==> src/rtl/iseq_receiver_pkg.sv <==
// Shared opcode and FSM encodings for the Iseq receiver.
package iseq_receiver_pkg;

    localparam logic [3:0] END_ISEQ = 4'b1111;

    localparam logic [1:0] ST_IDLE  = 2'd0;
    localparam logic [1:0] ST_RECV  = 2'd1;
    localparam logic [1:0] ST_DRAIN = 2'd2;

    // Index width that stays legal for a single-entry vector.
    function automatic int idx_w(input int n);
        return (n > 1) ? $clog2(n) : 1;
    endfunction

endpackage

==> src/rtl/iseq_receiver_src_prio_arb.sv <==
// Fixed-priority arbiter: lowest request index wins; returns one-hot grant and index.
module src_prio_arb
    import iseq_receiver_pkg::*;
#(
    parameter int N  = 2,
    parameter int IW = idx_w(N)
) (
    input  logic [N-1:0]  req,
    output logic [N-1:0]  grant,
    output logic [IW-1:0] idx,
    output logic          any
);

    always_comb begin
        grant = '0;
        idx   = '0;
        any   = 1'b0;
        // Scan downwards so the lowest asserted index is the last one written.
        for (int i = N - 1; i >= 0; i--) begin
            if (req[i]) begin
                grant    = '0;
                grant[i] = 1'b1;
                idx      = IW'(i);
                any      = 1'b1;
            end
        end
    end

endmodule

==> src/rtl/iseq_receiver.sv <==
// Iseq receiver: accepts instructions from prioritised sources and spreads them
// round-robin over the lane FIFOs; END starts execution, overlong Iseqs are flushed.
module iseq_receiver
    import iseq_receiver_pkg::*;
#(
    parameter int                 INSTR_W       = 32,
    parameter int                 NUM_SRC       = 2,
    parameter int                 NUM_LANES     = 2,
    parameter logic [NUM_SRC-1:0] SRC_STRIP_END = 2'b10,
    parameter int                 MAX_ISEQ_LEN  = 1024,
    parameter int                 LEN_W         = $clog2(MAX_ISEQ_LEN + 1)
) (
    input  logic                         clk,
    input  logic                         rst_n,
    input  logic                         dispatcher_ready,
    input  logic                         rdback_fifo_empty,
    input  logic [NUM_SRC-1:0]           src_en,
    input  logic [NUM_SRC*INSTR_W-1:0]   src_instr,
    output logic [NUM_SRC-1:0]           src_ack,
    output logic [NUM_LANES-1:0]         lane_en,
    output logic [INSTR_W-1:0]           lane_data,
    input  logic [NUM_LANES-1:0]         lane_full,
    output logic                         lane_flush,
    output logic                         process_iseq,
    output logic [LEN_W-1:0]             iseq_len,
    output logic                         overflow_err,
    input  logic                         err_clr,
    output logic [1:0]                   dbg_state
);

    localparam int SRC_W = idx_w(NUM_SRC);
    localparam int PTR_W = idx_w(NUM_LANES);

    logic [1:0]           state;
    logic [SRC_W-1:0]     owner;
    logic [PTR_W-1:0]     ptr;
    logic [LEN_W-1:0]     count;
    logic                 rdback_empty_r;

    logic [NUM_SRC-1:0]   arb_grant;
    logic [SRC_W-1:0]     arb_idx;
    logic                 arb_any;

    logic                 stall, gate, accept, drain_acc;
    logic [SRC_W-1:0]     cur_src;
    logic [INSTR_W-1:0]   cur_instr;
    logic                 is_end, ovf_hit, do_write;
    logic [LEN_W-1:0]     count_inc;
    logic [PTR_W-1:0]     ptr_next;
    logic [NUM_LANES-1:0] lane_sel;

    src_prio_arb #(.N(NUM_SRC), .IW(SRC_W)) u_arb (
        .req   (src_en),
        .grant (arb_grant),
        .idx   (arb_idx),
        .any   (arb_any)
    );

    assign stall     = |lane_full;
    assign gate      = dispatcher_ready & ~process_iseq & rdback_empty_r;
    assign dbg_state = state;

    // Handshake: src_ack is combinational on the current cycle; a transfer
    // happens when src_en[i] & src_ack[i]. At most one source is ever acked.
    always_comb begin
        src_ack   = '0;
        accept    = 1'b0;
        drain_acc = 1'b0;
        cur_src   = owner;
        if (rst_n) begin
            case (state)
                ST_IDLE: begin
                    cur_src = arb_idx;
                    if (gate && !stall && arb_any) begin
                        src_ack = arb_grant;
                        accept  = 1'b1;
                    end
                end
                ST_RECV: begin
                    if (!stall) begin
                        src_ack[owner] = 1'b1;
                        accept         = src_en[owner];
                    end
                end
                ST_DRAIN: begin
                    src_ack[owner] = 1'b1;
                    drain_acc      = src_en[owner];
                end
                default: ;
            endcase
        end
    end

    always_comb begin
        cur_instr     = src_instr[int'(cur_src) * INSTR_W +: INSTR_W];
        is_end        = (cur_instr[INSTR_W-1 -: 4] == END_ISEQ);
        count_inc     = count + 1'b1;
        ovf_hit       = (count_inc == LEN_W'(MAX_ISEQ_LEN));
        do_write      = accept & (is_end ? ~SRC_STRIP_END[cur_src] : ~ovf_hit);
        ptr_next      = (ptr == PTR_W'(NUM_LANES - 1)) ? '0 : ptr + 1'b1;
        lane_sel      = '0;
        lane_sel[ptr] = 1'b1;
    end

    always_ff @(posedge clk or negedge rst_n) begin
        if (!rst_n) begin
            state          <= ST_IDLE;
            owner          <= '0;
            ptr            <= '0;
            count          <= '0;
            rdback_empty_r <= 1'b1;
            lane_en        <= '0;
            lane_data      <= '0;
            lane_flush     <= 1'b0;
            process_iseq   <= 1'b0;
            iseq_len       <= '0;
            overflow_err   <= 1'b0;
        end else begin
            lane_en        <= '0;
            lane_flush     <= 1'b0;
            process_iseq   <= 1'b0;
            rdback_empty_r <= rdback_fifo_empty;

            if (do_write) begin
                lane_en   <= lane_sel;
                lane_data <= cur_instr;
            end

            // Next Iseq always starts at lane 0, whether the last one finished or was flushed.
            if (process_iseq || lane_flush) begin
                ptr <= '0;
            end else if (do_write) begin
                ptr <= ptr_next;
            end

            if (accept) begin
                owner <= cur_src;
                if (is_end) begin
                    process_iseq <= 1'b1;
                    iseq_len     <= count_inc;
                    count        <= '0;
                    state        <= ST_IDLE;
                end else if (ovf_hit) begin
                    lane_flush   <= 1'b1;
                    count        <= '0;
                    state        <= ST_DRAIN;
                end else begin
                    count        <= count_inc;
                    state        <= ST_RECV;
                end
            end else if (drain_acc && is_end) begin
                state <= ST_IDLE;
            end

            if (accept && !is_end && ovf_hit) begin
                overflow_err <= 1'b1;
            end else if (err_clr) begin
                overflow_err <= 1'b0;
            end
        end
    end

endmodule
==> config.mk <==
export PLATFORM = sky130hd
export DESIGN_NAME = iseq_receiver
export DESIGN_NICKNAME = d
export VERILOG_FILES = /design/src/rtl/iseq_receiver_pkg.sv /design/src/rtl/iseq_receiver_src_prio_arb.sv /design/src/rtl/iseq_receiver.sv
export SDC_FILE = /design/constraint.sdc
export NUM_CORES = 1
export LEC_CHECK = 0
export BUFFER_PORTS_ARGS = -buffer_cell sky130_fd_sc_hd__buf_2
export CORE_MARGIN = 3
export CORE_UTILIZATION = 40
export DETAILED_ROUTE_END_ITERATION = 10
export PLACE_DENSITY = 0.65
export SYNTH_ARGS = -nofsm -noshare
export SYNTH_HDL_FRONTEND = slang
export SYNTH_SLANG_ARGS = --single-unit
==> constraint.sdc <==
create_clock -name clk -period 4.5 [get_ports clk]
set_input_delay 0.675 -clock clk [delete_from_list [all_inputs] [get_ports clk]]
set_output_delay 0.675 -clock clk [all_outputs]
set_load 0.05 [all_outputs]
==> results of run 1 <==
[power groups by stage]
stage	clock (mW)	sequential [mW]	combinational [mW]
2_1_floorplan	0	1.44	0.345
3_3_place_gp	0	0.907	1.16
3_5_place_dp	0	0.900	1.17
4_1_cts	0.469	0.901	1.17
5_1_grt	0.498	0.929	1.21
6_report	0.453	0.902	1.16
[routing by layer]
layer,vias up,global-route usage [%],routed length (um)
li1,1339,-,-
met5,-,0,0
met3,20,4.76,600
met1,1304,23.9,3720
met2,109,27.4,3780
met4,0,7.78,227
[how the worst max path moves through the flow]
| stage | start | end | slack [ns] |
|---|---|---|---|
| 6_report | dbg_state[0]$_DFFE_PN0P_ | lane_data[11]$_DFFE_PN0P_ | 1.47 |
| 4_1_cts | dbg_state[0]$_DFFE_PN0P_ | lane_data[11]$_DFFE_PN0P_ | 1.48 |
| 3_5_place_dp | rst_n | iseq_len[4]$_DFFE_PN0P_ | 1.28 |
| 3_3_place_gp | lane_full[1] | lane_data[11]$_DFFE_PN0P_ | 1.31 |
| 5_1_grt | dbg_state[0]$_DFFE_PN0P_ | lane_data[13]$_DFFE_PN0P_ | 1.34 |
| 2_1_floorplan | dbg_state[0]$_DFFE_PN0P_ | src_ack[1] | 1.85 |
[cell families (layout without fill, tap and decap cells)]
logic type	count (synthesis)	after routing	synth area share, %
xor gates and xnor gates	7	7	1.86
DFF	64	64	48.6
and+or+nand+nor	109	109	20.6
buffers and inverters	26	147	4.97
AOI/OAI and AO/OA	71	71	18.7
adders and majority gates	2	2	0.758
muxes	13	13	4.63
[area by class of cell]
cell class	count	area, um^2
Fill cell	758	3740
Sequential cell	64	1600
Multi-Input combinational cell	202	1530
Timing Repair Buffer	127	643
Clock buffer	13	169
Tap cell	102	128
Clock inverter	3	15.0
Inverter	4	15.0
[per-stage QoR]
stage | worst slack, ns | instances | hold slack, ns
2_1_floorplan | 1.85 | 292 | 0.379
3_3_place_gp | 1.31 | 499 | 0.447
3_5_place_dp | 1.28 | 499 | 0.455
4_1_cts | 1.48 | 515 | 0.430
5_1_grt | 1.34 | 515 | 0.428
6_report | 1.47 | 515 | 0.448
[state kept, by name (all words and copies together) (netlist names)]
| signal | flops |
|---|---|
| lane_data | 32 |
| count | 11 |
| iseq_len | 11 |
| dbg_state | 2 |
| lane_en | 2 |
| lane_flush | 1 |
| overflow_err | 1 |
| owner | 1 |
| process_iseq | 1 |
| ptr | 1 |
| rdback_empty_r | 1 |
[Yosys cell counts, drive strengths merged (2+ instances only)]
| cell | instances |
|---|---|
| a21o | 3 |
| a21oi | 4 |
| a221o | 3 |
| a22o | 2 |
| a22oi | 2 |
| a2bb2oi | 4 |
| a31oi | 2 |
| and2 | 3 |
| and3 | 3 |
| buf | 16 |
| clkbuf | 6 |
| dfrtp | 63 |
| ha | 2 |
| inv | 4 |
| mux2 | 5 |
| mux2i | 8 |
| nand2 | 20 |
| nand2b | 4 |
| nand3 | 7 |
| nand3b | 28 |
| nand4 | 7 |
| nor2 | 14 |
| nor2b | 5 |
| nor3 | 6 |
| nor3b | 2 |
| nor4 | 2 |
| o21a | 2 |
| o21ai | 13 |
| o221a | 28 |
| o31a | 2 |
| or3 | 3 |
| xnor2 | 4 |
| xor2 | 3 |
==> metrics.txt, run 1 <==
FMAX 0.330 GHz; area share of the largest cell type after synthesis 47.8%; top_reg_cell synth dfrtp_1; Max Slew Vio Count 0; DRT antenna net count 0; syn nets 367; Post-Synthesis Cell Area 0.00330 mm^2; first-pass GRT wire length 13.9 mm; total congestion overflow 0; Tot Pwr 2.51 mW; worst r2r path cells 6; die width 96.8 um; R2R Path End lane_data[11]$_DFFE_PN0P_; clock share of power 18.0%; Hold Crit Class input port to flop; placed inst area 0.00392 mm^2; Reg power frac 35.9%; insertion delay to the later sink of the worst-skew pair 0.34 ns; RSZ-0062 raised after global routing false; 1st-iter DRT viols 185; most frequent cells in the layout buf_2, dfrtp_1, nand3b_1; GP Congestion 0.838; relative slew slack 30.5%; CTS Hold Bufs 0; Num Clock Sinks 64; Final Core Density 52.3%; TritonCTS Buffers 9; Hold Violations, Final 0; Worst path slowest cell nand2_1; Avg Inst Size Synth 11.3 um^2; Reg2Reg Setup Slack 1.47 ns; Internal 1.36 mW; Max VDD drop 374 uV; DRC viols 0; Reg-to-Reg Start dbg_state[0]$_DFFE_PN0P_; CTS HTree Levels 3; Root Buffer clkbuf_8; CTS Buffer Depth 2; number of cells on the critical path 6; combinational share of power 46.0%; commonest non-fill, non-tap cell in the layout buf_2; antenna violations before repair 0; CP Capture Type flop; kind of critical path flop to flop; CORE AREA 0.00785 mm^2; Syn-to-layout area delta 24.4%; Post-synth EDFFs 0; I/O Buffers 124; Crit path max-delay family simple AND/OR/NAND/NOR gates; Buf/Inv on CP 0; wirelength, routed 8.33 mm; Die ar. 0.00937 mm^2; Vias 2772; WP data arrival 3.25 ns; Setup violations, final 0; cts repair resizes 0; post-synth top area cell dfrtp_1; Fin Clk Skew 0.00986 ns; Post-DP HPWL 5.92 mm; chip height 96.8 um; CP max stage delay 0.62 ns; GRT Total Usage 17.9%; share of layout cells above drive strength 1 39.0%; crit share post-route 67.4%; CP Launch Type flop; leakage 1.87 nW; switching power 1.15 mW; Starting Density 42.0%; Worst Tran Pin Value 1.04 ns; Tmin final 3.03 ns; flop and latch count out of synthesis 64; final net count 483; largest net degree at the start of global routing 67; TritonRoute pass-1 iters 4; CTS tree built; count of cell types in the netlist 57; Syn. warnings 0; status completed; post-DR wirelength/cell 16.2 um; Clock transition at path regs 0.06 ns; power per cell area 612 mW/mm^2; Placement Rows 32; Top Ports 125; worst hold start rdback_fifo_empty; # diodes 0; Hold Path End rdback_empty_r$_DFF_PN1_; ys async rst share 100%; cell chain of the critical path nor4bb_1 -> o21ai_0 -> a21o_1 -> nor2b_1 -> nand2_1 -> o221a_2; sequential area share after synthesis 48.6%; # Post-CTS Setup Buffers 0; drt via density 5.38; Crit path required time 4.71 ns; Maximum Capacitance Violations 0; final setup TNS 0 ns; CP Max Fanout 28; WHS Path Cells 1; cells after synthesis 292; vias in the first global route 2784; largest cells by area after synthesis dfrtp_1, o221a_1, nand3b_1; Switching Fraction 45.9%; post-route cell area 0.00411 mm^2
Note: power is estimated with default switching activity, not from simulation.
==> inputs of run 2 (changes only) <==
--- a/config.mk
+++ b/config.mk
@@ -5,6 +5,7 @@
 export SDC_FILE = /design/constraint.sdc
 export NUM_CORES = 1
 export LEC_CHECK = 0
+export ABC_AREA = 1
 export BUFFER_PORTS_ARGS = -buffer_cell sky130_fd_sc_hd__buf_2
 export CORE_MARGIN = 3
 export CORE_UTILIZATION = 40
==> constraint.sdc (replaced) <==
create_clock -name clk -period 3.1 [get_ports clk]
set_input_delay 0.465 -clock clk [delete_from_list [all_inputs] [get_ports clk]]
set_output_delay 0.465 -clock clk [all_outputs]
set_load 0.05 [all_outputs]
==> run 2 against run 1 <==
Die area increased by 2.3%. Clock skew fell by 0.0038 ns. Critical path type is now input port to flop. Sequential share of layout area fell by 1.1 points. Largest cell class unchanged. Via count up 16%. Largest power group unchanged. Final cell count grew 35%. Synthesized cell count grew 60%.
==> metrics.txt, run 2 <==
Root Buffer clkbuf_8; die width 97.9 um; Avg Inst Size Synth 7.25 um^2; Critical Path Source rst_n; final net count 663; status completed; vias in the first global route 2930; RSZ-0062 raised after global routing false; post-DR wirelength/cell 12.4 um; largest net degree at the start of global routing 60; Reg power frac 32.2%; Crit path required time 3.31 ns; Starting Density 42.4%; most frequent cells in the layout nand2_1, buf_2, dfrtp_1; multi-input logic area 0.00153 mm^2; worst r2r path cells 13; Syn-to-layout area delta 25.0%; relative slew slack 43.7%; leakage 2.48 nW; Placement Rows 32; Switching Fraction 53.2%; TritonCTS Buffers 9; CP Capture Type flop; most flop-heavy register lane_data; count of cell types in the netlist 31; 1st-iter DRT viols 115; CP Max Fanout 34; Hold Crit Class input port to flop; Buf/Inv on CP 3; combinational share of power 54.1%; CTS tree built; Max Slew Vio Count 0; flop and latch count out of synthesis 64; Setup violations, final 0; commonest non-fill, non-tap cell in the layout nand2_1; total congestion overflow 0; drt via density 4.65; sequential area share after synthesis 47.4%; Post-Synthesis Cell Area 0.00338 mm^2; cells after synthesis 466; Reg-to-Reg Start count[0]$_DFFE_PN0P_; Max VDD drop 510 uV; switching power 2.41 mW; Hold Violations, Final 0; Syn. warnings 0; I/O Buffers 124; most frequent cells after synthesis nand2_1, dfrtp_1, inv_1; number of cells on the critical path 13; Fin Clk Skew 0.00601 ns; Largest regs lane_data (32), count (11), iseq_len (11); Clock transition at path regs 0.06 ns; Num Clock Sinks 64; Maximum Capacitance Violations 0; Internal 2.11 mW; post-synth top area cell dfrtp_1; CP Launch Type input port; placed inst area 0.00403 mm^2; Post-synth EDFFs 0; clock share of power 13.8%; # fillers 793; worst hold start rdback_fifo_empty; area share of the largest cell type after synthesis 46.6%; WHS Path Cells 1; first-pass GRT wire length 13.8 mm; TritonRoute pass-1 iters 4; CP max stage delay 0.57 ns; Die ar. 0.00959 mm^2; Top Ports 125; Worst path most repeated cell nand2_1; kind of critical path input port to flop; GP Congestion 0.877; most common cell in the netlist nand2_1; syn nets 541; CORE AREA 0.00797 mm^2; Worst Tran Pin Value 0.843 ns; Vias 3225; CTS HTree Levels 3; antenna violations before repair 0; crit share post-route 89.7%; ys async rst share 100%; Worst path slowest cell dlygate4sd3_1; cell chain of the critical path dlygate4sd3_1 -> buf_2 -> nand3_4 -> nand2_4 -> nand2_1 -> nand2_1 -> nor2_1 -> nand2_1 -> nand3_2 -> nand2_8 -> inv_6 -> nand2_1 -> nand2_1; chip height 97.9 um; Tmin final 2.78 ns; max reg flops 32; # diodes 0; Crit path max-delay family simple AND/OR/NAND/NOR gates; largest cells by area after synthesis dfrtp_1, nand2_1, inv_1; post-route cell area 0.00423 mm^2; DRC viols 0; power per cell area 1070 mW/mm^2; WP data arrival 3.00 ns; FMAX 0.359 GHz; wirelength, routed 8.58 mm; top_reg_cell synth dfrtp_1; final setup TNS 0 ns; DRT antenna net count 0; GRT Total Usage 17.5%; Post-DP HPWL 6.40 mm; CTS Buffer Depth 2; insertion delay to the later sink of the worst-skew pair 0.33 ns; storage element area 0.00160 mm^2; share of layout cells above drive strength 1 27.0%
## run 2: cell types whose count changed after synthesis, moves of 6 or more
cell | previous run | this run
nand2_1 | 20 | 252
inv_1 | 4 | 35
nand3b_1 | 28 | 5
o221a_1 | 23 | 0
o22ai_1 | 1 | 13
nor2_1 | 13 | 23
nand3_1 | 7 | 16
mux2i_1 | 6 | 0
## run 2: path summary, 6_finish.rpt
check / end / slack [ns]
worst max-delay path: lane_data[13]$_DFFE_PN0P_ / 0.32
worst max register to register: lane_data[13]$_DFFE_PN0P_ / 0.44
max in group asynchronous: lane_data[20]$_DFFE_PN0P_ / 1.48
worst min-delay path: rdback_empty_r$_DFF_PN1_ / 0.24
worst min register to register: lane_data[27]$_DFFE_PN0P_ / 0.47
min in group asynchronous: lane_data[30]$_DFFE_PN0P_ / 0.60
## run 2: power groups by stage
stage | logic, mW | clock network, mW | registers (mW)
finish | 2.44 | 0.622 | 1.46
global route | 2.67 | 0.683 | 1.50
CTS | 2.46 | 0.645 | 1.45
detailed placement | 2.46 | 0 | 1.46
global placement | 2.42 | 0 | 1.46
floorplan | 0.934 | 0 | 2.39
## run 2: per-stage QoR
| step | hold WS, ns | power (mW) | util [%] | instances | setup slack [ns] |
|---|---|---|---|---|---|
| finish | 0.237 | 4.52 | 53.0 | 694 | 0.318 |
| CTS | 0.223 | 4.56 | 52.8 | 694 | 0.0748 |
| global route | 0.224 | 4.86 | 53.0 | 694 | 0.110 |
| detailed placement | 0.344 | 3.92 | 50.5 | 678 | 0.329 |
| global placement | 0.339 | 3.88 | 50.5 | 678 | 0.365 |
| floorplan | 0.169 | 3.32 | - | 466 | 0.790 |
## run 2: cell type report
class | instances | area share, %
clock buffer | 12 | 3.67
clock inverter | 3 | 0.414
inverter | 37 | 3.40
multi-input combinational | 348 | 36.1
sequential | 64 | 37.9
tap | 102 | 3.02
timing repair buffer | 128 | 15.5
## run 2: cells by family after synthesis
kind of cell,synth area share (%)
simple gates,38.6
flops,47.4
buf+inv,7.85
compound gates,5.37
fa+ha+maj,0.740
## run 2: repair_timing
item / 4_1_cts / 5_1_grt
endpoints found under the hold margin: 6 / 0
setup buffers: 0 / 0
setup endpoints to repair: 0 / 34
resized for setup: 0 / 3
hold buffers: 1 / 0
## run 2: per-layer routing
metal,vias to the layer above,GRT usage [%],part of all wire (%)
li1,1684,-,-
met1,1436,24.7,47
met2,95,26.4,45
met3,10,4.21,6.8
met4,0,6.07,1.2
met5,-,0,0
